--- src/rtl/bundle_fetch.sv ---
// Instruction-fetch front end for the 6-slot VLIW core: issues bundle reads to a
// 1-cycle synchronous instruction memory and buffers results in a credit-managed FIFO.
module bundle_fetch #(
    parameter int          BUNDLE_W = 192,
    parameter int          ADDR_W   = 8,
    parameter int          DEPTH    = 3,
    parameter logic [31:0] RESET_PC = 32'd0
) (
    input  logic                clk,
    input  logic                rst_n,
    output logic                imem_en,
    output logic [ADDR_W-1:0]   imem_addr,
    input  logic [BUNDLE_W-1:0] imem_data,
    input  logic                redirect_valid,
    input  logic [31:0]         redirect_pc,
    output logic                bundle_valid,
    input  logic                bundle_ready,
    output logic [BUNDLE_W-1:0] bundle,
    output logic [31:0]         bundle_pc,
    output logic [31:0]         fetch_pc
);

    localparam int PTR_W = (DEPTH > 1) ? $clog2(DEPTH) : 1;
    localparam int CNT_W = $clog2(DEPTH + 1);

    logic [BUNDLE_W-1:0] fifo_bundle [DEPTH];
    logic [31:0]         fifo_pc     [DEPTH];
    logic [PTR_W-1:0]    rd_ptr;
    logic [PTR_W-1:0]    wr_ptr;
    logic [CNT_W-1:0]    count;
    logic                inflight;
    logic [31:0]         inflight_pc;
    logic [CNT_W:0]      used;
    logic                issue;
    logic                push;
    logic                pop;

    function automatic logic [PTR_W-1:0] next_ptr(input logic [PTR_W-1:0] p);
        return (p == PTR_W'(DEPTH - 1)) ? '0 : p + 1'b1;
    endfunction

    // An outstanding read holds a FIFO slot, so a full FIFO can never be pushed.
    assign used  = {1'b0, count} + (CNT_W + 1)'(inflight);
    assign issue = rst_n && !redirect_valid && (used < (CNT_W + 1)'(DEPTH));
    assign push  = inflight && !redirect_valid;
    assign pop   = bundle_valid && bundle_ready;

    assign imem_en      = issue;
    assign imem_addr    = fetch_pc[ADDR_W-1:0];
    assign bundle_valid = (count != '0);
    assign bundle       = bundle_valid ? fifo_bundle[rd_ptr] : '0;
    assign bundle_pc    = bundle_valid ? fifo_pc[rd_ptr] : '0;

    always_ff @(posedge clk or negedge rst_n) begin
        if (!rst_n) begin
            fetch_pc    <= RESET_PC;
            inflight    <= 1'b0;
            inflight_pc <= '0;
            rd_ptr      <= '0;
            wr_ptr      <= '0;
            count       <= '0;
        end else if (redirect_valid) begin
            fetch_pc <= redirect_pc;
            inflight <= 1'b0;
            rd_ptr   <= '0;
            wr_ptr   <= '0;
            count    <= '0;
        end else begin
            inflight <= issue;
            if (issue) begin
                inflight_pc <= fetch_pc;
                fetch_pc    <= fetch_pc + 32'd1;
            end
            if (push) wr_ptr <= next_ptr(wr_ptr);
            if (pop)  rd_ptr <= next_ptr(rd_ptr);
            case ({push, pop})
                2'b10:   count <= count + 1'b1;
                2'b01:   count <= count - 1'b1;
                default: count <= count;
            endcase
        end
    end

    // NOTE: payload storage is not reset; count gates every read so stale contents never leak.
    always_ff @(posedge clk) begin
        if (push) begin
            fifo_bundle[wr_ptr] <= imem_data;
            fifo_pc[wr_ptr]     <= inflight_pc;
        end
    end

endmodule

--- config.mk ---
export PLATFORM = sky130hd
export DESIGN_NAME = bundle_fetch
export DESIGN_NICKNAME = d
export VERILOG_FILES = /design/src/rtl/bundle_fetch.sv
export SDC_FILE = /design/constraint.sdc
export NUM_CORES = 1
export LEC_CHECK = 0
export CORE_MARGIN = 4
export CORE_UTILIZATION = 35
export CTS_CLUSTER_SIZE = 28
export DETAILED_ROUTE_END_ITERATION = 10
export MAX_ROUTING_LAYER = met4
export SLEW_MARGIN = 20
export SYNTH_ARGS = -nofsm -noshare
export SYNTH_HDL_FRONTEND = slang
export SYNTH_SLANG_ARGS = --single-unit
--- constraint.sdc ---
create_clock -name clk -period 25.3 [get_ports clk]
set_clock_uncertainty 0.2 [all_clocks]
set_input_delay 5.06 -clock clk [delete_from_list [all_inputs] [get_ports clk]]
set_output_delay 5.06 -clock clk [all_outputs]
set_load 0.005 [all_outputs]
==> metrics, run 1 <==
# resized after CTS 0; main flop type after synthesis edfxtp_1; initial antenna violation count 9; Placer Congestion between 0.8 and 0.9; clk buf depth 3; WL final 70600 microns; Synth Net Count approximately 2200; post-synth top area share 0.695; crit-path leading delay family buffers and inverters; Setup TNS 0 ns; largest net degree at the start of global routing just over 200; HP Class reg -> reg; vias in the first global route roughly 18000; WL/cell roughly 20 microns; first-pass GRT wire length between 100000 and 150000 microns; register area share after synthesis 0.756; Slew Viols, Final 52; Critical-path top delay cell buf_4; failing checks max-slew violations; drt via density 4.82; Pre-Repair DR Iteration Count 5; setup bufs post-CTS 0; period utilization 0.515; DRC 0; DP HPWL ~43000 microns; share of layout cells above drive strength 1 0.0700; Place WS 12.27 ns; CP Data Required Time 20.04 ns; die width about 300 microns; crit path max fanout 72; CP startpoint kind primary input; IO Count about 500; final hold vios 0; H-tree Lvls 3; post-layout min period around 13 ns; Yosys Warn Count 0; cell area after synthesis between 20000 and 30000 sq um; status finished, violations left; RSZ-0062 raised after global routing no; leading post-synthesis cells by cell area edfxtp_1, mux2i_1, dfrtp_1; initial DRC count ~1100; Die ar. between 80000 and 90000 sq um; CTS root buf clkbuf_16; Core Area between 80000 and 90000 sq um; vias 17400; Lkg Pwr around 0.012 uW; crit-path max cell delay a little under 0.7 ns; crit path cell chain buf_2 -> buf_4 -> nor2b_1 -> nand2_1 -> nor2_2 -> buf_4 -> clkdlybuf4s50_1; FMAX between 70 and 80 MHz; fillers about 7200; Initial Util 0.353; Slew @ Worst Pin 1.56 ns; R2R Setup Slk roughly 22 ns; async set or reset register ratio after synthesis 0.0956; clk_lat worst skew between 0.6 and 0.7 ns; GRT Total Usage 0.161; Yosys reg bits roughly 740; Layout area overhead 29.4%; PnR worst setup slack 12.28 ns; syn_area_per_cell 14.6 sq um; Max Cap Violations 0; CP endpoint kind output port; crit path DAT 7.76 ns; total global routing overflow 0; count of input and output buffers ~490; relative max-transition margin -0.0387; CTS Sinks approximately 740; count leader, synth edfxtp_1; final setup violating endpoints 0; Synth cell types 33; number of flops mapped to enable cells by yosys approximately 670; Clock transition at path regs approximately 0.06 ns; # hold bufs at CTS 0; CP most frequent cell buf_4; die height roughly 300 microns; Design Power around 2700 uW; cell type with the largest total area after synthesis edfxtp_1; Cells after Synth 1992; peak supply drop about 0.046 mV; cell row count between 100 and 150; post-layout util 0.457; WP buf/inv 4; PD cells ~73 nW/um^2; Routed Antenna Nets 0; Commonest cells post-synth edfxtp_1, nor2_1, a21oi_1; Final Net Count 2697; Inserted Clock Buffers 80; CTS tree built; crit path kind in -> out
## worst register-to-register path: cells and delay by family (launching register included)
kind	cells	cell delay, ns
buf+inv	3	2.22
flops	1	0.51
simple gates	2	0.40
## flip-flops by register name (all words and copies together) (netlist names)
name,flops
wr_ptr,2
inflight_pc,32
fifo_pc,96
fifo_bundle,576
count,2
rd_ptr,2
inflight,1
fetch_pc,32
## worst paths after layout
path                                  from             endpoint  cells after the start
setup reg to reg                  inflight  fifo_bundle[2][103]                      5
min in group asynchronous            rst_n          fetch_pc[3]                      2
setup / recovery                     rst_n              imem_en                      7
hold reg to reg            inflight_pc[18]       fifo_pc[0][18]                      0
hold / removal             inflight_pc[18]       fifo_pc[0][18]                      0
max in group asynchronous            rst_n            rd_ptr[1]                      2
## power by group
part,switching [uW],internal [uW]
Combinational,95.3,111
Clock,466,650
Sequential,28.6,1380
Total,590,2140
## routing by layer
layer	GRT usage	routed length (microns)	vias to the layer above
met5	-	0	-
met2	0.263	34700	515
li1	-	-	8262
met4	0.0483	1590	0
met1	0.198	29200	8501
met3	0.0414	5040	109
## cells by family after synthesis
kind of cell | after synthesis | synth area share
and+or+nand+nor | 565 | 0.0791
muxes | 260 | 0.0910
xor gates and xnor gates | 31 | 0.00935
adders and majority gates | 3 | 0.00129
DFF | 743 | 0.756
buffers and inverters | 128 | 0.0180
AOI/OAI and AO/OA | 262 | 0.0456
## cells in the final DEF, fill, tap and decap left out, types with 9 or more instances in the layout
cell,instances
clkinv_1,14
nor2_1,455
mux2_2,33
edfxtp_1,672
clkdlybuf4s50_1,491
clkbuf_16,83
nand2_1,45
nand3_1,10
buf_4,19
nor4_1,12
dfrtp_1,69
xnor2_1,23
a21oi_1,228
mux2i_1,227
nand4_1,9
clkbuf_1,21
o21ai_0,29
clkinv_2,15
diode_2,10
## area by class of cell
type / instances / area [sq um] / share of cell area
Multi-Input combinational cell: 1121 / 6600 / 0.176
Clock inverter: 40 / 340 / 0.00905
Timing Repair Buffer: 516 / 5140 / 0.137
Antenna cell: 10 / 25.0 / 0.000665
Tap cell: 1070 / 1340 / 0.0356
Sequential cell: 743 / 22000 / 0.584
Inverter: 4 / 15.0 / 0.000399
Clock buffer: 106 / 2180 / 0.0581
## stage by stage
| stage | area (sq um) | hold WS (ns) | std cells |
|---|---|---|---|
| 6_report | 37600 | 0.289 | 3610 |
| 5_1_grt | 37600 | 0.307 | 3609 |
| 3_5_place_dp | 35100 | 0.276 | 3454 |
| 2_1_floorplan | 29100 | 0.255 | 1992 |
| 4_1_cts | 37600 | 0.293 | 3600 |
| 3_3_place_gp | 35100 | 0.269 | 3454 |
(Power assumes the default switching activity.)
==> run 2, diff against run 1 <==
clock period = 11.3 ns   (was 25.3 ns; I/O delays follow)
==> run 2 against run 1 <==
Net effect:
- the run now ends clean
- count of clock-buffer cells in the layout unchanged
- sequential power up 120%
- register-to-register slack worse by 14 ns
- via count down 0.49%
- utilization up 0.056 points
- setup slack worse by 8.4 ns
- critical path depth unchanged
- cell count down 0.17%
- sequential share of layout area down 0.072 points
- non-clock buffer count down 3
- die area unchanged
- final area up 0.12%
- critical path type unchanged
- largest cell class unchanged
==> metrics, run 2 (synthesis results as in run 1) <==
crit path max fanout 72 (unchanged); PnR worst setup slack 3.86 ns (-8.42 ns); Place WS 3.82 ns (-8.45 ns); relative max-transition margin 0.226 (+0.265); crit path DAT 4.98 ns (-2.78 ns); share of layout cells above drive strength 1 0.0685 (-0.00145); Final Net Count 2694 (-0.11%); initial DRC count 958 (-8.9%); post-layout min period roughly 7.4 ns; crit-path max cell delay 0.67 ns (-0.02 ns); crit-path leading delay family buffers and inverters; CTS root buf clkbuf_16; initial antenna violation count 8 (-1); Max Cap Violations 0 (unchanged); combinational power share 0.076 (about the same); worst hold start inflight_pc[24]; CP most frequent cell buf_4; clk buf depth 3 (unchanged); Critical-path top delay cell buf_4; RSZ-0062 raised after global routing no; hold path depth 0 (unchanged); Slew @ Worst Pin 1.16 ns (-0.398 ns); cell row count 105 (unchanged); Initial Util 0.353 (unchanged); CTS Sinks 743 (unchanged); Die ar. 87700 sq um (unchanged); vias 17300 (-0.49%); most common cell after layout, fill and taps aside edfxtp_1; FMAX approximately 130 MHz; Internal 4780 uW (+120%); Reg power frac 0.516 (about the same); clk_lat worst skew 0.62 ns (about the same); sw frac 0.219 (+0.00332); GRT Total Usage 0.161 (-0.000267); Lkg Pwr 0.0124 uW (-0.11%); WP buf/inv 4 (unchanged); Hold EP fifo_pc[0][24]; Reg-to-Reg End fifo_bundle[0][28]; drt via density 4.80 (-0.33%); WL/cell 19.6 microns (+0.25%); crit path cell chain buf_2 -> buf_4 -> nor2b_1 -> nand2_1 -> nor2_4 -> buf_4 -> clkdlybuf4s50_1; count of input and output buffers 493 (unchanged); vias in the first global route 17600 (-0.91%); # hold bufs at CTS 0 (unchanged); WL final 70600 microns (about the same); CP Data Required Time 8.84 ns (-11.20 ns); Layout area overhead 29.6%; post-layout util 0.458 (+0.000563); Routed Antenna Nets 0 (unchanged); CP endpoint kind output port; DRC 0 (unchanged); # resized after CTS 0 (unchanged); final setup violating endpoints 0 (unchanged); R2R Setup Slk 7.57 ns (-13.97 ns); Core Area 82200 sq um (unchanged); final hold vios 0 (unchanged); H-tree Lvls 3 (unchanged); die height 296 microns (unchanged); Top reg by flops fifo_bundle; Psw 1340 uW (+130%); Inserted Clock Buffers 80 (unchanged); CP startpoint kind primary input; setup bufs post-CTS 0 (unchanged); largest net degree at the start of global routing 207 (+2.5%); HP Class reg -> reg; PD cells 163 nW/um^2 (+120%); top flop regs fifo_bundle: 576 flops, fifo_pc: 96 flops; Clock transition at path regs 0.06 ns (about the same); DP HPWL 42400 microns (-0.64%); period utilization 0.659; Clk pwr share 0.408 (about the same); Placer Congestion 0.784 (-4.3%); first-pass GRT wire length 106000 microns (about the same); commonest cells after routing, fill and taps aside edfxtp_1, clkdlybuf4s50_1, nor2_1, a21oi_1, mux2i_1; crit path kind in -> out; IO Count 494 (unchanged); number of flip-flops under the largest register name 576 (unchanged); die width 296 microns (unchanged); Slew Viols, Final 0 (-100%); Pre-Repair DR Iteration Count 5 (unchanged); worst r2r src inflight; total global routing overflow 0 (unchanged); CTS tree built; peak supply drop 0.106 mV (+130%); status finished, final reports clean; worst reg2reg path depth 4 (-1)
run 2: cell count changes in the layout (fill, tap and decap cells not counted), moves of 3 or more:
| cell | previous run | this run |
|---|---|---|
| clkinv_2 | 15 | 6 |
| buf_4 | 19 | 14 |
| buf_12 | 3 | 6 |
| clkbuf_8 | 2 | 5 |
| inv_4 | 0 | 3 |
| inv_6 | 1 | 4 |
run 2: layout make-up:
| cell class | count | area, sq um |
|---|---|---|
| Sequential cell | 743 | 22000 |
| Tap cell | 1070 | 1340 |
| Clock buffer | 106 | 2170 |
| Clock inverter | 38 | 367 |
| Fill cell | 7276 | 44600 |
| Inverter | 4 | 15.0 |
| Timing Repair Buffer | 513 | 5150 |
| Antenna cell | 9 | 22.5 |
| Multi-Input combinational cell | 1121 | 6620 |
run 2: per-stage QoR:
step                      setup TNS [ns]  hold slack, ns  std cells  cell area (sq um)  total power (uW)
after floorplan                  -379.28           0.255       1992              29100              3410
after global placement                 0           0.268       3451              35100              3670
after detailed placement               0           0.285       3451              35100              3690
after CTS                              0           0.299       3595              37600              6210
after global routing                   0           0.309       3603              37600              6380
final                                  0           0.292       3604              37700              6120
run 2: power groups by stage:
stage	logic, uW	clock network [uW]	registers [uW]
CTS	473	2580	3160
floorplan	207	0	3200
global placement	463	0	3210
detailed placement	469	0	3220
finish	465	2500	3160
global route	510	2700	3170
run 2: worst max-delay path by stage:
stage | endpoint | depth (start not counted) | slack, ns | startpoint
after floorplan | fifo_bundle[2][0] | 4 | -0.85 | redirect_valid
after global placement | imem_en | 7 | 3.88 | rst_n
after detailed placement | imem_en | 7 | 3.82 | rst_n
after CTS | imem_en | 7 | 3.82 | rst_n
after global routing | imem_en | 7 | 3.51 | rst_n
final | imem_en | 7 | 3.86 | rst_n
run 2: metal layers:
metal,vias to the layer above,routed length (microns),track usage
li1,8252,-,-
met1,8443,29700,0.199
met2,492,34100,0.259
met3,114,4950,0.0454
met4,0,1860,0.0474
met5,-,0,-
==> run 3, diff against run 2 <==
clock period = 6.2 ns   (was 11.3 ns; I/O delays follow)
==> run 3 against run 2 <==
Net effect:
- wire length rose by 0.36%
- register-to-register slack got worse by 4.6 ns
- total power rose by 82%
- setup slack got worse by 2.5 ns
- flip-flop and latch count did not move
- utilization rose by 0.22 points
- die area did not move
- critical path depth did not move
- largest cell class unchanged
==> metrics, run 3 (synthesis results as in run 1) <==
share of layout cells above drive strength 1 0.0741 (+0.00559); crit path DAT 3.44 ns (-1.54 ns); period utilization 0.786; final setup violating endpoints 0 (unchanged); IO Count 494 (unchanged); # hold bufs at CTS 0 (unchanged); first-pass GRT wire length 106000 microns (+0.40%); setup bufs post-CTS 0 (unchanged); Inserted Clock Buffers 79 (-1.3%); post-layout min period 4.88 ns; FMAX around 200 MHz; count of input and output buffers 493 (unchanged); crit path max fanout 33 (-54%); hold path depth 0 (unchanged); status finished, final reports clean; Clock transition at path regs 0.06 ns (about the same); commonest cells after routing, fill and taps aside edfxtp_1, clkdlybuf4s50_1, nor2_1, a21oi_1, mux2i_1; Reg power frac 0.517 (about the same); Die ar. 87700 sq um (unchanged); CP Data Required Time 4.76 ns (-4.08 ns); GRT Total Usage 0.161 (+0.000744); worst r2r src inflight; final hold vios 0 (unchanged); worst hold start inflight_pc[21]; Psw 2380 uW (+77%); drt via density 4.82 (+0.45%); initial antenna violation count 9 (+1); Placer Congestion 0.805 (+2.7%); largest net degree at the start of global routing 141 (-32%); clk buf depth 3 (unchanged); CTS tree built; Initial Util 0.353 (unchanged); crit path kind reg -> out; Pre-Repair DR Iteration Count 4 (-1); relative max-transition margin 0.268 (+0.0413); Layout area overhead 30.2%; sw frac 0.213 (-0.00580); Max Cap Violations 0 (unchanged); combinational power share 0.077 (about the same); Core Area 82200 sq um (unchanged); Critical-path top delay cell clkdlybuf4s50_1; initial DRC count 820 (-14%); clk_lat worst skew 0.59 ns (-0.03 ns); DP HPWL 44300 microns (+4.5%); Lkg Pwr 0.0125 uW (+0.72%); # resized after CTS 0 (unchanged); Internal 8760 uW (+83%); RSZ-0062 raised after global routing no; CP endpoint kind output port; vias 17400 (+0.81%); final cell area excluding filler cells 37800 sq um (+0.48%); most common cell after layout, fill and taps aside edfxtp_1; Routed Antenna Nets 0 (unchanged); total global routing overflow 0 (unchanged); fillers 7224 (-0.71%); crit-path max cell delay 0.60 ns (-0.07 ns); top flop regs fifo_bundle: 576 flops, fifo_pc: 96 flops; Reg-to-Reg End fetch_pc[28]; Top reg by flops fifo_bundle; Design Power 11100 uW (+82%); crit path launch inflight; CTS Sinks 743 (unchanged); CP startpoint kind flop; CTS root buf clkbuf_16; die width 296 microns (unchanged); WL final 70900 microns (+0.36%); Slew Viols, Final 0 (unchanged); crit path cell chain ha_1 -> ha_1 -> nor2b_1 -> nand2_1 -> nor2_4 -> buf_4 -> clkdlybuf4s50_1; number of flip-flops under the largest register name 576 (unchanged); R2R Setup Slk 2.94 ns (-4.63 ns); HP Class reg -> reg; Hold EP fifo_pc[0][21]; DRC 0 (unchanged); CP most frequent cell ha_1; Slew @ Worst Pin 1.10 ns (-0.0619 ns); Final Net Count 2709 (+0.56%); H-tree Lvls 3 (unchanged); peak supply drop 0.192 mV (+81%); vias in the first global route 18100 (+2.4%); WL/cell 19.6 microns (about the same); cell row count 105 (unchanged); Clk pwr share 0.406 (-0.002); die height 296 microns (unchanged); post-place instance area 35300 sq um (+0.70%); PD cells 294 nW/um^2 (+81%); worst reg2reg path depth 7 (+3)
[run 3: cell count changes in the layout (fill, tap and decap cells not counted), moves of 2 or more]
cell and delta:
bufinv_16 +3, buf_4 +8, clkbuf_8 -2, clkbuf_1 +2, inv_16 -2, clkinv_16 -2, clkinv_1 -3, clkinv_2 +4
inv_4 -2, buf_12 +8
[run 3: worst max-delay path: cells and delay by family, from the launching register on]
family / cells / cell delay (ns)
and+or+nand+nor: 3 / 0.82
buffers and inverters: 2 / 1.02
adders and majority gates: 2 / 0.45
DFF: 1 / 0.53
[run 3: final cells by class]
cell class / instances / area [sq um] / share of cell area
diodes: 10 / 25.0 / 0.000661
clock buffers: 105 / 2130 / 0.0562
clock inverters: 35 / 345 / 0.00913
inverters: 4 / 22.5 / 0.000595
multi-input cells: 1121 / 6640 / 0.176
flip-flops and latches: 743 / 22000 / 0.581
well taps: 1070 / 1340 / 0.0354
repair buffers: 529 / 5370 / 0.142
[run 3: metal layers]
metal	track usage	up-vias	routed length, microns
met3	0.0389	102	4370
met1	0.205	8572	30900
met5	-	-	0
li1	-	8279	-
met2	0.265	489	34400
met4	0.0362	0	1240
[run 3: through the flow]
step / utilization / worst slack (ns) / hold slack, ns / cells / TNS, ns
after detailed placement: 0.430 / 1.54 / 0.281 / 3467 / 0
final: 0.460 / 1.32 / 0.292 / 3617 / 0
after floorplan: - / -1.60 / 0.255 / 1992 / -997.94
after global placement: 0.430 / 1.57 / 0.269 / 3467 / 0
after global routing: 0.460 / 1.08 / 0.311 / 3616 / 0
after CTS: 0.460 / 1.29 / 0.295 / 3607 / 0
[run 3: power by group through the flow]
stage | Combinational, uW | Sequential [uW] | Clock [uW]
finish | 855 | 5760 | 4530
global route | 939 | 5770 | 4880
CTS | 872 | 5760 | 4650
detailed placement | 866 | 5860 | 0
global placement | 851 | 5850 | 0
floorplan | 380 | 5820 | 0
[run 3: how the worst max path moves through the flow]
stage,to,slack [ns],cells after the start
floorplan,fifo_bundle[1][0],-1.60,4
global placement,imem_en,1.57,6
detailed placement,imem_en,1.54,6
CTS,imem_en,1.29,7
global route,imem_en,1.08,7
finish,imem_en,1.32,7
